`src/rtl/sparse_stream_pkg.sv`:
```
// Shared definitions for the sparse stream sink blocks.
//
// Contents:
//   DATA_W       stream word width; the top bit flags a control token
//   DONE_TOKEN   canonical end-of-stream control word
//   tok_kind_t   classification of a single stream word
//   sink_state_t state encoding of the joined stream sink
//   tok_kind()   decodes one stream word into its token kind
package sparse_stream_pkg;

    localparam int DATA_W = 17;

    localparam logic [DATA_W-1:0] DONE_TOKEN = 17'h10100;

    typedef enum logic [1:0] {
        TK_DATA,
        TK_STOP,
        TK_DONE,
        TK_BAD
    } tok_kind_t;

    typedef enum logic [1:0] {
        ST_IDLE,
        ST_RUN,
        ST_DONE,
        ST_ERR
    } sink_state_t;

    // Control words carry their type in bits [9:8]: 00 is a stop token whose
    // level is in bits [7:0], 01 is DONE, and anything else is malformed.
    function automatic tok_kind_t tok_kind(input logic [DATA_W-1:0] word);
        tok_kind_t kind;
        if (!word[DATA_W-1]) begin
            kind = TK_DATA;
        end else begin
            case (word[9:8])
                2'b00:   kind = TK_STOP;
                2'b01:   kind = TK_DONE;
                default: kind = TK_BAD;
            endcase
        end
        return kind;
    endfunction

endpackage

```
`src/rtl/stream_fifo2.sv`:
```
// Two-entry ready/valid FIFO used on each input channel of the sink.
//
// Ports:
//   clk, rst_n   clock and asynchronous active-low reset
//   clk_en       global enable; nothing moves while low
//   flush        synchronous clear of all contents
//   allow        upstream gating from the owner (tile enable, FSM state)
//   in_*         write side ready/valid
//   out_*        read side ready/valid; out_data is the head entry
module stream_fifo2
    import sparse_stream_pkg::*;
#(
    parameter int W = DATA_W
) (
    input  logic         clk,
    input  logic         rst_n,
    input  logic         clk_en,
    input  logic         flush,
    input  logic         allow,
    input  logic [W-1:0] in_data,
    input  logic         in_valid,
    output logic         in_ready,
    output logic [W-1:0] out_data,
    output logic         out_valid,
    input  logic         out_ready
);

    logic [W-1:0] mem [2];
    logic         wr_ptr;
    logic         rd_ptr;
    logic [1:0]   count;
    logic         push;
    logic         pop;

    // Ready depends only on the registered fill level, so a full FIFO stalls
    // the sender even if the reader pops in the same cycle. Two entries are
    // enough to keep one beat per cycle flowing when the reader pops steadily.
    assign in_ready  = allow & clk_en & ~flush & (count != 2'd2);
    assign out_valid = (count != 2'd0);
    assign out_data  = mem[rd_ptr];

    assign push = in_valid & in_ready;
    assign pop  = out_valid & out_ready & clk_en & ~flush;

    always_ff @(posedge clk or negedge rst_n) begin
        if (!rst_n) begin
            for (int i = 0; i < 2; i++) begin
                mem[i] <= '0;
            end
            wr_ptr <= 1'b0;
            rd_ptr <= 1'b0;
            count  <= 2'd0;
        end else if (flush) begin
            wr_ptr <= 1'b0;
            rd_ptr <= 1'b0;
            count  <= 2'd0;
        end else begin
            if (push) begin
                mem[wr_ptr] <= in_data;
                wr_ptr      <= ~wr_ptr;
            end
            if (pop) begin
                rd_ptr <= ~rd_ptr;
            end
            count <= count + {1'b0, push} - {1'b0, pop};
        end
    end

endmodule

```
`src/rtl/joined_stream_sink.sv`:
```
// Three-channel receiver for the joiner output triple (coord, pos0, pos1).
// Each channel is buffered in a 2-entry FIFO; when all three have a word the
// heads are popped together as one aligned beat, classified, and used to
// update the statistics. A kind mismatch or malformed control word is a
// sticky error; DONE on all three channels is a sticky completion.
//
// Ports:
//   clk, rst_n          clock and asynchronous active-low reset
//   clk_en              global enable; all state holds and readies drop when low
//   flush               synchronous clear of everything (wins over clk_en)
//   tile_en             0 drops all readies and freezes state
//   coord_in*, pos_in_0*, pos_in_1*   ready/valid input streams
//   done, error         sticky terminal indications
//   data_count          aligned data beats consumed
//   stop_count          aligned stop beats consumed
//   max_stop_lvl        highest stop level seen
//   last_fiber_len      data beats between the two most recent stop beats
//   cycle_count         enabled cycles from first accepted word to DONE
module joined_stream_sink
#(
    parameter int DATA_W = sparse_stream_pkg::DATA_W,
    parameter int CNT_W  = 32,
    parameter int CYC_W  = 64
) (
    input  logic              clk,
    input  logic              rst_n,
    input  logic              clk_en,
    input  logic              flush,
    input  logic              tile_en,
    input  logic [DATA_W-1:0] coord_in,
    input  logic              coord_in_valid,
    output logic              coord_in_ready,
    input  logic [DATA_W-1:0] pos_in_0,
    input  logic              pos_in_0_valid,
    output logic              pos_in_0_ready,
    input  logic [DATA_W-1:0] pos_in_1,
    input  logic              pos_in_1_valid,
    output logic              pos_in_1_ready,
    output logic              done,
    output logic              error,
    output logic [CNT_W-1:0]  data_count,
    output logic [CNT_W-1:0]  stop_count,
    output logic [7:0]        max_stop_lvl,
    output logic [CNT_W-1:0]  last_fiber_len,
    output logic [CYC_W-1:0]  cycle_count
);

    import sparse_stream_pkg::*;

    sink_state_t       state;
    sink_state_t       state_next;
    logic              en;
    logic              ready_armed;
    logic              allow;
    logic              join_fire;
    logic              any_push;
    logic              all_valid;
    logic [DATA_W-1:0] c_data;
    logic [DATA_W-1:0] p0_data;
    logic [DATA_W-1:0] p1_data;
    logic              c_valid;
    logic              p0_valid;
    logic              p1_valid;
    tok_kind_t         kind_c;
    tok_kind_t         kind_0;
    tok_kind_t         kind_1;
    tok_kind_t         beat_kind;
    logic [7:0]        stop_lvl;
    logic [CNT_W-1:0]  fiber_cnt;

    assign en = clk_en & tile_en;

    // Readies stay low for one cycle after reset or flush, and permanently
    // once the sink has reached a terminal state.
    assign allow = tile_en & ready_armed & ((state == ST_IDLE) || (state == ST_RUN));

    stream_fifo2 #(.W(DATA_W)) u_fifo_coord (
        .clk       (clk),
        .rst_n     (rst_n),
        .clk_en    (clk_en),
        .flush     (flush),
        .allow     (allow),
        .in_data   (coord_in),
        .in_valid  (coord_in_valid),
        .in_ready  (coord_in_ready),
        .out_data  (c_data),
        .out_valid (c_valid),
        .out_ready (join_fire)
    );

    stream_fifo2 #(.W(DATA_W)) u_fifo_pos0 (
        .clk       (clk),
        .rst_n     (rst_n),
        .clk_en    (clk_en),
        .flush     (flush),
        .allow     (allow),
        .in_data   (pos_in_0),
        .in_valid  (pos_in_0_valid),
        .in_ready  (pos_in_0_ready),
        .out_data  (p0_data),
        .out_valid (p0_valid),
        .out_ready (join_fire)
    );

    stream_fifo2 #(.W(DATA_W)) u_fifo_pos1 (
        .clk       (clk),
        .rst_n     (rst_n),
        .clk_en    (clk_en),
        .flush     (flush),
        .allow     (allow),
        .in_data   (pos_in_1),
        .in_valid  (pos_in_1_valid),
        .in_ready  (pos_in_1_ready),
        .out_data  (p1_data),
        .out_valid (p1_valid),
        .out_ready (join_fire)
    );

    assign any_push  = (coord_in_valid & coord_in_ready)
                     | (pos_in_0_valid & pos_in_0_ready)
                     | (pos_in_1_valid & pos_in_1_ready);
    assign all_valid = c_valid & p0_valid & p1_valid;

    // Only token kinds are compared across channels; data payloads and stop
    // levels on the position streams are not checked. The stop level is
    // taken from the coordinate channel.
    assign kind_c   = tok_kind(c_data);
    assign kind_0   = tok_kind(p0_data);
    assign kind_1   = tok_kind(p1_data);
    assign stop_lvl = c_data[7:0];

    assign beat_kind = ((kind_c == TK_BAD) || (kind_c != kind_0) || (kind_c != kind_1))
                     ? TK_BAD : kind_c;

    // The first ready is re-armed one enabled cycle after reset or flush.
    always_ff @(posedge clk or negedge rst_n) begin
        if (!rst_n) begin
            ready_armed <= 1'b0;
        end else if (flush) begin
            ready_armed <= 1'b0;
        end else if (clk_en) begin
            ready_armed <= 1'b1;
        end
    end

    always_ff @(posedge clk or negedge rst_n) begin
        if (!rst_n) begin
            state <= ST_IDLE;
        end else if (flush) begin
            state <= ST_IDLE;
        end else if (en) begin
            state <= state_next;
        end
    end

    // A beat is joined only in RUN and only when every channel has a word;
    // the three FIFOs always pop together so the channels stay aligned.
    always_comb begin
        state_next = state;
        join_fire  = 1'b0;
        case (state)
            ST_IDLE: begin
                if (any_push) begin
                    state_next = ST_RUN;
                end
            end
            ST_RUN: begin
                if (en && !flush && all_valid) begin
                    join_fire = 1'b1;
                    if (beat_kind == TK_DONE) begin
                        state_next = ST_DONE;
                    end else if (beat_kind == TK_BAD) begin
                        state_next = ST_ERR;
                    end
                end
            end
            ST_DONE: state_next = ST_DONE;
            ST_ERR:  state_next = ST_ERR;
            default: state_next = ST_IDLE;
        endcase
    end

    assign done  = (state == ST_DONE);
    assign error = (state == ST_ERR);

    // All counters saturate at all-ones rather than wrapping. cycle_count
    // advances on every enabled cycle spent in RUN, which includes the cycle
    // the DONE beat is joined, and freezes once the sink is terminal.
    always_ff @(posedge clk or negedge rst_n) begin
        if (!rst_n) begin
            data_count     <= '0;
            stop_count     <= '0;
            max_stop_lvl   <= '0;
            last_fiber_len <= '0;
            fiber_cnt      <= '0;
            cycle_count    <= '0;
        end else if (flush) begin
            data_count     <= '0;
            stop_count     <= '0;
            max_stop_lvl   <= '0;
            last_fiber_len <= '0;
            fiber_cnt      <= '0;
            cycle_count    <= '0;
        end else if (en) begin
            if ((state == ST_RUN) && (cycle_count != '1)) begin
                cycle_count <= cycle_count + CYC_W'(1);
            end
            if (join_fire) begin
                case (beat_kind)
                    TK_DATA: begin
                        if (data_count != '1) begin
                            data_count <= data_count + CNT_W'(1);
                        end
                        if (fiber_cnt != '1) begin
                            fiber_cnt <= fiber_cnt + CNT_W'(1);
                        end
                    end
                    TK_STOP: begin
                        if (stop_count != '1) begin
                            stop_count <= stop_count + CNT_W'(1);
                        end
                        last_fiber_len <= fiber_cnt;
                        fiber_cnt      <= '0;
                        if (stop_lvl > max_stop_lvl) begin
                            max_stop_lvl <= stop_lvl;
                        end
                    end
                    default: begin
                    end
                endcase
            end
        end
    end

endmodule

```
`config.mk`:
```
export PLATFORM = sky130hd
export DESIGN_NAME = joined_stream_sink
export DESIGN_NICKNAME = d
export VERILOG_FILES = /design/src/rtl/sparse_stream_pkg.sv /design/src/rtl/stream_fifo2.sv /design/src/rtl/joined_stream_sink.sv
export SDC_FILE = /design/constraint.sdc
export NUM_CORES = 1
export LEC_CHECK = 0
export ABC_AREA = 1
export CAP_MARGIN = 20
export CORE_MARGIN = 2
export CORE_UTILIZATION = 33
export CTS_CLUSTER_DIAMETER = 200
export DETAILED_ROUTE_END_ITERATION = 8
export MAX_ROUTING_LAYER = met4
export PLACE_DENSITY_LB_ADDON = 0.15
export SETUP_SLACK_MARGIN = 0.02
export SLEW_MARGIN = 20
export SYNTH_ARGS = -nofsm -noshare
export SYNTH_HDL_FRONTEND = slang
export SYNTH_HIERARCHICAL = 1
export SYNTH_SLANG_ARGS = --single-unit
```
`constraint.sdc`:
```
create_clock -name clk -period 4.47 [get_ports clk]
set_input_delay 0.6705 -clock clk [delete_from_list [all_inputs] [get_ports clk]]
set_output_delay 0.6705 -clock clk [all_outputs]
set_load 0.01 [all_outputs]
```
# == Word level (Yosys, flattened, before mapping) ==
# Index checks and enable logic that the tools add are counted.
# word_totals
input_bits,59
output_inout_bits,173
regBits,317
word_cells,225
# classes
mux,78
reduce_logical,44
order_cmp,10
n_bitwise,37
addsub,10
n_eq_ne,23
# ops
cell,n
$mux 32,18
$mux 17,12
$mux 64,3
$bwmux 34,3
$add 32x1->32 const B,3
$ne 32x32->1 const B,3
$add 64x1->64 const B,1
$ne 64x64->1 const B,1
$pmux 32 s2,1
$demux 17 s1,3
$mux 8,5
$reduce_bool 2->1,18
$mux 2,13
$and 1x1->1,22
$reduce_and 4->1,5
$mux 1,16
$ge 2x2->1 const B,6
$not 1->2,6
$pmux 2 s2,3
$eq 2x1->1 const B,5
$eq 2x2->1 const B,5
$logic_not 2->1,5
$gt 8x8->1,1
$pmux 2 s4,1
16 further kinds,43

# == Logic depth before layout (Yosys ltp) ==
# Gate-level depths: netlist (run 1).
# depth
word_depth,18
depth_mapped,18
depth_no_buf,15

# == By module ==
# Netlist (run 1), hierarchy kept.
# modules_own_cells
module,n_inst,cells_each,area_per_inst_um2,seq_area_each_um2
joined_stream_sink,1,2105,13678.1,5079.9
stream_fifo2,3,239,1940.6,950.9

# == Worst setup path before layout (run 1) ==
# No wires, ideal clock.
# synth_timing
kind,flip-flop to flip-flop
startpoint,reg u_fifo_coord.rd_ptr
endpoint,reg max_stop_lvl[0]
stages_incl_launch_ff,14
arrival_ns,2.291
setup_time_ns,0.119
setup_slack_ns,2.059
t_required_ns,4.351
path_buffers,2
period_less_slack_ns,2.411
path_cell_list,dfrtp_1 -> buf_2 -> clkinv_1 -> buf_2 -> nand2_1 -> nand2_1 -> ha_1 -> nand2_1 -> nor2_1 -> nor3_1 -> a21oi_1 -> nand3_1 -> nand3_1 -> nand2_1
# synth_between
word_cells_on_any_way,24
classes_between,1 x order compare; 5 x eq/ne; 11 x mux; 1 x bitwise; 6 x reduce/logical
# synth_lines
element,line_no,text
"start, declared",stream_fifo2.sv:30,logic rd_ptr;
"start signal, assigned",stream_fifo2.sv:63,rd_ptr <= ~rd_ptr;
$not 1->2 (not written as such),stream_fifo2.sv:40,assign out_data = mem[rd_ptr];
$mux 17 (not written as such) (3 in series),stream_fifo2.sv:40,
named net c_data[7],joined_stream_sink.sv:58,logic [DATA_W-1:0] c_data;
$gt 8x8->1,joined_stream_sink.sv:224,if (stop_lvl > max_stop_lvl) begin
$reduce_bool 2->1 (no line),n/a,
$reduce_and 4->1 (no line),n/a,
"end signal, assigned",joined_stream_sink.sv:225,max_stop_lvl <= stop_lvl;
"end, declared",joined_stream_sink.sv:43,"output logic [7:0] max_stop_lvl,"
# The timed path passes the listed nets, and every way through them passes these cells. The select of a mux whose other input is x is not followed.
# A chain may end at the register's enable or synchronous reset.

# == Worst setup path after layout (run 1) ==
# layout_timing
startpoint,reg u_fifo_coord.rd_ptr
endpoint,reg fiber_cnt[12]
# layout_between
elab_chain_len,16
word_cells_on_any_way,23
classes_between,6 x eq/ne; 10 x mux; 1 x bitwise; 6 x reduce/logical
# layout_lines
element,line_no,text
$not 1->2 (not written as such) (*),stream_fifo2.sv:40,
$mux 17 (not written as such) (*) (3 in series),stream_fifo2.sv:40,
named net c_data[8],joined_stream_sink.sv:58,
$eq 2x1->1 / $logic_not 2->1 (equally long branches),sparse_stream_pkg.sv:36,case (word[9:8])
$pmux 2 s2 (*),sparse_stream_pkg.sv:36,
$mux 2 (*),sparse_stream_pkg.sv:33,if (!word[DATA_W-1]) begin
$eq 2x2->1 / $ne 2x2->1 (equally long branches),joined_stream_sink.sv:132,assign beat_kind = ((kind_c == TK_BAD) || (kind_c != kind_0) || (kind_c != kind_1))
$logic_or 1x1->1 (2 in series),joined_stream_sink.sv:132,
$mux 2 (*),joined_stream_sink.sv:133,? TK_BAD : kind_c;
$eq 2x1->1 / $logic_not 2->1 (equally long branches),joined_stream_sink.sv:209,case (beat_kind)
$pmux 32 s2,joined_stream_sink.sv:209,
$mux 32,joined_stream_sink.sv:208,if (join_fire) begin
$mux 32,joined_stream_sink.sv:204,end else if (en) begin
$mux 32,joined_stream_sink.sv:197,end else if (flush) begin
"end signal, assigned",joined_stream_sink.sv:215,fiber_cnt <= fiber_cnt + CNT_W'(1);
"end, declared",joined_stream_sink.sv:69,logic [CNT_W-1:0] fiber_cnt;
# Mark *: on every way through the listed nets, which the timed path passes. The rest lies on a longest branch. The select of a mux whose other input is x is not followed.

==> results of run 1 <==
## worst paths after layout
path,from,to,slack [ps],cells after the start
setup / recovery,u_fifo_coord/rd_ptr,fiber_cnt[12],980,15
hold / removal,rst_n,stop_count[12],160,1
setup reg to reg,u_fifo_coord/rd_ptr,fiber_cnt[12],980,15
hold reg to reg,u_fifo_coord/mem[21],u_fifo_coord/mem[21],480,2
max in group asynchronous,rst_n,last_fiber_len[16],3260,2
min in group clk,u_fifo_coord/mem[21],u_fifo_coord/mem[21],480,2
## critical path, stage by stage, from the launching register on
cell	delay, ps
dfrtp_1	630
clkinv_1	510
nand2_1	160
nand2_1	110
inv_1	100
nand2_1	80
nand2_1	170
nand3_1	90
nand2_1	160
nand4_2	180
nor2_2	290
nand2_1	110
nand2_1	320
buf_4	340
nand2_1	90
nand2_1	70
## layout by cell type, fill, tap and decap left out, types with 15 or more instances in the layout
cell,count
nand3_1,270
inv_1,133
a21oi_1,16
ha_1,18
nor2_1,399
buf_4,21
o21ai_0,37
xor2_1,75
nand2_1,885
clkdlybuf4s50_1,195
nand4_1,88
xnor2_1,37
clkbuf_16,37
dfrtp_1,249
nor3_1,33
o31ai_1,15
## metrics by stage
step	hold slack, ps	total power, mW
floorplan	374.9	3.026
global placement	462.9	3.328
detailed placement	465.6	3.353
CTS	236.8	6.076
global route	241.2	6.289
finish	163.3	5.982
## flip-flops by register name (all words and copies together) (netlist names)
name / count
ready_armed: 1
cycle_count: 64
u_fifo_pos1/mem: 6
u_fifo_pos0/count: 2
last_fiber_len: 32
u_fifo_pos1/count: 2
u_fifo_pos1/rd_ptr: 1
state: 2
fiber_cnt: 32
data_count: 32
u_fifo_pos0/mem: 6
u_fifo_coord/rd_ptr: 1
u_fifo_pos0/rd_ptr: 1
stop_count: 32
u_fifo_pos1/wr_ptr: 1
u_fifo_coord/count: 2
u_fifo_pos0/wr_ptr: 1
u_fifo_coord/mem: 22
max_stop_lvl: 8
u_fifo_coord/wr_ptr: 1
## report_power, final
group | switching [mW] | internal (mW) | leakage [nW]
Combinational | 0.635 | 0.265 | 4.75
Clock | 1.05 | 1.62 | 0.526
Sequential | 0.0739 | 2.34 | 3.45
## area by class of cell
| class | instances | area share [%] |
|---|---|---|
| flip-flops and latches | 249 | 31.44 |
| well taps | 664 | 4.192 |
| clock buffers | 51 | 5.139 |
| multi-input cells | 1924 | 45.23 |
| repair buffers | 219 | 10.92 |
| inverters | 148 | 2.828 |
| clock inverters | 5 | 0.2525 |
## per-layer routing
layer	vias to the layer above	track usage (%)	wire, um
met5	-	-	0
met4	0	6.388	1272
met3	78	3.356	2646
met2	376	35.13	25270
met1	7615	29.46	25700
li1	8065	-	-
==> out/qor.csv, run 1 <==
metric;value;unit
DR WL/cell;16.84;um
Final Hold Fails;0;
Detail Route Antenna Nets;0;
gr ovfl total;0;
post-CTS setup buffer count;0;
Final Core Density;40.40;%
Worst Tran Pin Value;1012;ps
Slew Limit Fails;0;
drt first pass iters;5;
worst setup margin;977.0;ps
period utilisation layout;78.14;%
Cell Area, Placed;0.01875;mm2
setup TNS;0;ps
Cells after Synth;2448;
Iter 0 DRT Violations;1141;
Finished Cell Area;0.01982;mm2
P&R area growth vs syn;20.48;%
post-cts repair resize count;0;
Die ar.;0.05165;mm2
clock sink total;249;
H-tree depth;2;
dpl ws;922.2;ps
Die Ht;227.3;um
Final nets;2653;
share of layout cells above drive strength 1;4.661;%
Critical Path RT;4950;ps
# Max-Cap Violations;0;
post-DR vias/cell;4.949;
via count;16130;
relative slew slack;32.53;%
starting density of the core;33.53;%
largest net degree at the start of global routing;106;
path type of the worst min-delay path;input port to asynchronous set/reset pin;
Cell Area, Synth;0.01645;mm2
first-pass GRT wire length;87430;um
Clock Pin Slew Worst Setup and Hold Paths;50;ps
FILL cells;5249;
gr usage total;22.20;%
Synth Warn #;6;
Max Buffers Root-to-Sink;3;
FP Rows;81;
Post-CTS Hold Buffers;0;
critical path type;register to register;
Worst setup SP type;register;
# setup viols final;0;
leakage;8.729;nW
CP endpoint kind;register;
die span in x;227.3;um
Non-Filler Instances;3260;
Num CTS Buffers;34;
Worst Skew;19.21;ps
ant diodes;0;
Mapped Nets;2525;
Core Footprint;0.04905;mm2
Avg Cell Area, Syn;6.720;um2
post-DP HPWL;39640;um
number of port buffers;197;
crit-path max FO;22;
I/O pins;232;
Skew-Pair Late Insertion Delay;550;ps
Final min period;3493;ps
Multi-input gate area;0.008964;mm2
Max Clock Freq;286.3;MHz
unrepaired setup endpoints after global routing;no;
area taken by flip-flops and latches;0.006231;mm2
vias in the first global route;15430;
root buf cell;clkbuf_16;
DRC;0;
drt total wl;54880;um
Critical Path AT;3970;ps
Cells after DPL;3204;
VDD IR max;0.2190;mV
status;finished, final reports clean;
antenna violations before repair;0;
RePlAce Congestion;0.9399;
CTS tree;built;
Pwr Density;301.8;mW/mm2
(Power assumes the default switching activity.)
==> inputs of run 2 (changes only) <==
- clock period: 4.47 -> 3.6 ns (I/O delays scaled with it)
==> run 2 against run 1 <==
Cell count up 0.43%. Sequential power up 24%. Die area unchanged. Maximum frequency up 13%. Wire length up 0.64%. Clock-buffer cell count down 11. Worst setup slack worse by 480 ps. Critical path type unchanged.
==> out/qor.csv, run 2 (synthesized netlist as in run 1, its figures left out) <==
metric;value;unit
Die ar.;0.05165;mm2
Max Clock Freq;322.3;MHz
period utilisation layout;86.19;%
reg2reg setup slack;500;ps
H-tree depth;1;
Final Core Density;40.79;%
drt first pass iters;5;
Num CTS Buffers;31;
starting density of the core;33.53;%
Hold WS;432.3;ps
Final nets;2664;
P&R area growth vs syn;21.63;%
clock sink total;249;
Die Ht;227.3;um
gr ovfl total;0;
gr usage total;22.12;%
Cell Area, Placed;0.01886;mm2
CP Cell Sequence;clkinv_1, nand2_1, nand2_1, inv_1, nand2_1, nand2_1, nand3_1, nand2_1, nand4_2, nor2_2, nand2_2, inv_2, nand3_1, nand2_1;
Logic pwr share;14.7;%
Crit path max-delay family;simple AND/OR/NAND/NOR gates;
Critical Path RT;4110;ps
Final min period;3103;ps
number of port buffers;197;
leakage;8.839;nW
setup TNS;0;ps
most common cell after layout, fill and taps aside;nand2_1;
register share of total power;39.3;%
Non-Filler Instances;3274;
# Max-Cap Violations;0;
max reg flops;64;
internal power;5.445;mW
dpl ws;452.3;ps
DRC;0;
Clk pwr share;46.0;%
commonest non-fill, non-tap cells in the layout;nand2_1 (885), nor2_1 (399), nand3_1 (270);
I/O pins;232;
via count;16120;
Sw Ratio;28.55;%
root buf cell;clkbuf_16;
area taken by flip-flops and latches;0.006231;mm2
largest net degree at the start of global routing;103;
Max Buffers Root-to-Sink;3;
# setup viols final;0;
Critical Path AT;3610;ps
post-DP HPWL;40910;um
Cells after DPL;3217;
FP Rows;81;
Skew-Pair Late Insertion Delay;590;ps
Pwr Density;380.9;mW/mm2
Slew Limit Fails;0;
CP endpoint kind;register;
Detail Route Antenna Nets;0;
unrepaired setup endpoints after global routing;no;
Total Power;7.620;mW
Worst Path Buf+Inv;3;
drt total wl;55240;um
Iter 0 DRT Violations;1192;
first-pass GRT wire length;87710;um
Core Footprint;0.04905;mm2
FILL cells;5248;
Clock Pin Slew Worst Setup and Hold Paths;60;ps
RePlAce Congestion;0.9618;
crit path max-delay cell type;dfrtp_1;
Worst setup SP type;register;
Final Hold Fails;0;
VDD IR max;0.3466;mV
post-CTS setup buffer count;0;
Worst Skew;20.20;ps
relative slew slack;56.34;%
vias in the first global route;15430;
worst setup margin;497.2;ps
CTS tree;built;
post-DR vias/cell;4.922;
DR WL/cell;16.87;um
Multi-input gate area;0.008964;mm2
critical path type;register to register;
die span in x;227.3;um
share of layout cells above drive strength 1;5.441;%
Finished Cell Area;0.02001;mm2
path type of the worst min-delay path;input port to register;
Worst Tran Pin Value;650.0;ps
crit-path max FO;23;
CP most frequent cell;nand2_1;
Max stage delay on crit path;620;ps
ant diodes;0;
status;finished, final reports clean;
Reg with most FFs;cycle_count;
Psw;2.176;mW
antenna violations before repair;0;
-- run 2: final cells by class --
type                    instances  share of cell area (%)
clock buffers                  40                   4.396
clock inverters                16                   1.288
inverters                     148                   2.802
flip-flops and latches        249                   31.14
multi-input cells            1924                   44.80
well taps                     664                   4.152
repair buffers                233                   11.42
-- run 2: timing repair --
item | 4_1_cts | 5_1_grt
endpoints found under the hold margin | 48 | 0
resized for setup | 0 | 0
hold buffers | 1 | 0
-- run 2: power by group through the flow --
stage	clock [mW]	sequential, mW	combinational [mW]
6_report	3.51	2.99	1.12
3_3_place_gp	0	3.04	1.12
5_1_grt	3.72	3.00	1.29
2_1_floorplan	0	3.02	0.741
4_1_cts	3.61	2.99	1.14
3_5_place_dp	0	3.04	1.13
-- run 2: layer usage --
| layer | vias up | track usage [%] | share of wire (%) |
|---|---|---|---|
| met4 | 0 | 5.714 | 2.3 |
| met5 | - | - | 0 |
| met2 | 378 | 34.86 | 46 |
| met3 | 79 | 3.085 | 4.9 |
| li1 | 8079 | - | - |
| met1 | 7580 | 29.88 | 47 |
-- run 2: final timing paths --
kind                                            from               endpoint  cells after the start
min in group asynchronous                      rst_n         stop_count[11]                      2
max in group asynchronous                      rst_n        cycle_count[27]                      3
worst max-delay path             u_fifo_coord/rd_ptr        max_stop_lvl[5]                     14
worst min register to register  u_fifo_coord/mem[21]   u_fifo_coord/mem[21]                      2
worst min-delay path                           flush  u_fifo_coord/count[0]                      2
worst max register to register   u_fifo_coord/rd_ptr        max_stop_lvl[5]                     14
-- run 2: worst register-to-register path, cell delays in order, from the launching register on --
cell and delay [ps]:
dfrtp_1 620, clkinv_1 370, nand2_1 140, nand2_1 100
inv_1 100, nand2_1 70, nand2_1 170, nand3_1 90
nand2_1 150, nand4_2 160, nor2_2 260, nand2_2 140
inv_2 420, nand3_1 140, nand2_1 100
==> inputs of run 3 (changes only) <==
- CORE_ASPECT_RATIO: default -> 0.5
- SKIP_LAST_GASP: default -> 1
==> run 3 against run 2 <==
First-iteration DRC count rose by 3.6%. Worst setup slack improved by 370 ps. Hold slack worse by 420 ps. Clock power shrank 9.4%. Cell count down 0.64%. Maximum frequency increased by 14%. Flip-flop and latch count did not move. Clock skew down 3.9 ps. Critical path depth decreased by 7. Wire length fell by 3.2%. Critical path type is now input port to output port. Largest power group unchanged.
==> out/qor.csv, run 3 (synthesized netlist as in run 1, its figures left out) <==
metric;value;unit
status;finished, final reports clean;
VDD IR max;0.3272;mV
Critical Path RT;3060;ps
clock sink total;249;
H-tree depth;1;
Crit path max-delay family;buffers and inverters;
CTS tree;built;
Die Ht;161.9;um
starting density of the core;33.67;%
Detail Route Antenna Nets;0;
Skew-Pair Late Insertion Delay;570;ps
Final min period;2731;ps
drt total wl;53460;um
Num CTS Buffers;27;
DR WL/cell;16.43;um
number of port buffers;197;
metal2 WL;25570;um
Clock Pin Slew Worst Setup and Hold Paths;70;ps
vias in the first global route;15160;
Die ar.;0.05176;mm2
ant diodes;0;
Slew Limit Fails;0;
Multi-input gate area;0.008964;mm2
met3 WL;2011;um
DRC;0;
drt first pass iters;7;
setup TNS;0;ps
path type of the worst min-delay path;input port to asynchronous set/reset pin;
FP Rows;57;
Finished Cell Area;0.01984;mm2
critical path type;input port to output port;
post-DP HPWL;39140;um
post-DR vias/cell;4.929;
die span in x;319.7;um
relative slew slack;33.85;%
I/O pins;232;
WL met1;24890;um
CP most frequent cell;clkdlybuf4s50_1;
Max Buffers Root-to-Sink;3;
CP endpoint kind;output port;
CP Cell Sequence;clkdlybuf4s50_1, nand2_1, nor2_1, buf_4, nand3_2, nor2_4, clkdlybuf4s50_1;
Final nets;2661;
Worst Skew;16.33;ps
Pwr Density;367.5;mW/mm2
P&R area growth vs syn;20.61;%
Worst setup SP type;input port;
Final Hold Fails;0;
Reg with most FFs;cycle_count;
gr usage total;21.31;%
Worst Path Buf+Inv;3;
post-CTS setup buffer count;0;
most common cell after layout, fill and taps aside;nand2_1;
largest net degree at the start of global routing;94;
via count;16030;
Worst Tran Pin Value;992.3;ps
antenna violations before repair;0;
# Max-Cap Violations;0;
Cell Area, Placed;0.01884;mm2
crit path max-delay cell type;clkdlybuf4s50_1;
max reg flops;64;
Post-CTS Hold Buffers;0;
area taken by flip-flops and latches;0.006231;mm2
Critical Path AT;2190;ps
root buf cell;clkbuf_16;
period utilisation layout;75.85;%
Iter 0 DRT Violations;1235;
FILL cells;5174;
Top Layer Used;met4;
RePlAce Congestion;0.9429;
share of layout cells above drive strength 1;5.300;%
unrepaired setup endpoints after global routing;no;
# setup viols final;0;
Max stage delay on crit path;570;ps
gr ovfl total;0;
Final Core Density;40.61;%
commonest non-fill, non-tap cells in the layout;nand2_1 (885), nor2_1 (399), nand3_1 (270);
Max Clock Freq;366.2;MHz
post-cts repair resize count;0;
crit-path max FO;8;
Core Footprint;0.04885;mm2
first-pass GRT wire length;86330;um
leakage;8.764;nW
[run 3: cell count changes in the layout (fill, tap and decap cells not counted)]
cell and change:
buf_12 -1, buf_4 +3, bufinv_16 -1, clkbuf_1 -1
clkbuf_16 -4, clkbuf_8 -1, clkinv_2 -2, clkinvlp_4 +1
dlygate4sd3_1 -1, inv_6 +1
[run 3: area by class of cell]
class | instances | share of cell area (%)
multi-input combinational | 1924 | 45.18
clock buffer | 34 | 3.841
sequential | 249 | 31.41
clock inverter | 15 | 1.179
timing repair buffer | 234 | 11.48
tap | 649 | 4.093
inverter | 148 | 2.825
[run 3: final timing paths]
check                                startpoint  cells past startpoint  slack (ps)                    to
max                                     tile_en                      7         870        pos_in_1_ready
min in group clk                          flush                      2         430  u_fifo_pos1/count[0]
max reg2reg                       data_count[0]                     10         940         data_count[6]
min reg2reg                u_fifo_coord/mem[16]                      2         480  u_fifo_coord/mem[16]
min                                       rst_n                      1           9       cycle_count[38]
max in group asynchronous                 rst_n                      2        2620   u_fifo_coord/mem[1]
[run 3: where the power goes]
part | internal, mW | total (mW) | switching (mW)
registers | 2.90 | 3.00 | 0.0980
logic | 0.349 | 1.11 | 0.762
clock network | 1.92 | 3.18 | 1.26
[run 3: routing by layer]
layer / up-vias / GRT usage, %
met5: - / -
met2: 320 / 35.43
met1: 7572 / 28.36
met3: 56 / 2.332
li1: 8086 / -
met4: 0 / 4.009
[run 3: through the flow]
step	instances	total power, mW	hold slack (ps)	worst slack, ps
after floorplan	2448	3.758	244.4	1241
final	3253	7.290	9.408	869.4
after CTS	3253	7.407	19.60	842.8
after detailed placement	3204	4.172	466.9	743.5
after global routing	3253	7.678	46.34	570.6
after global placement	3204	4.159	464.1	815.1
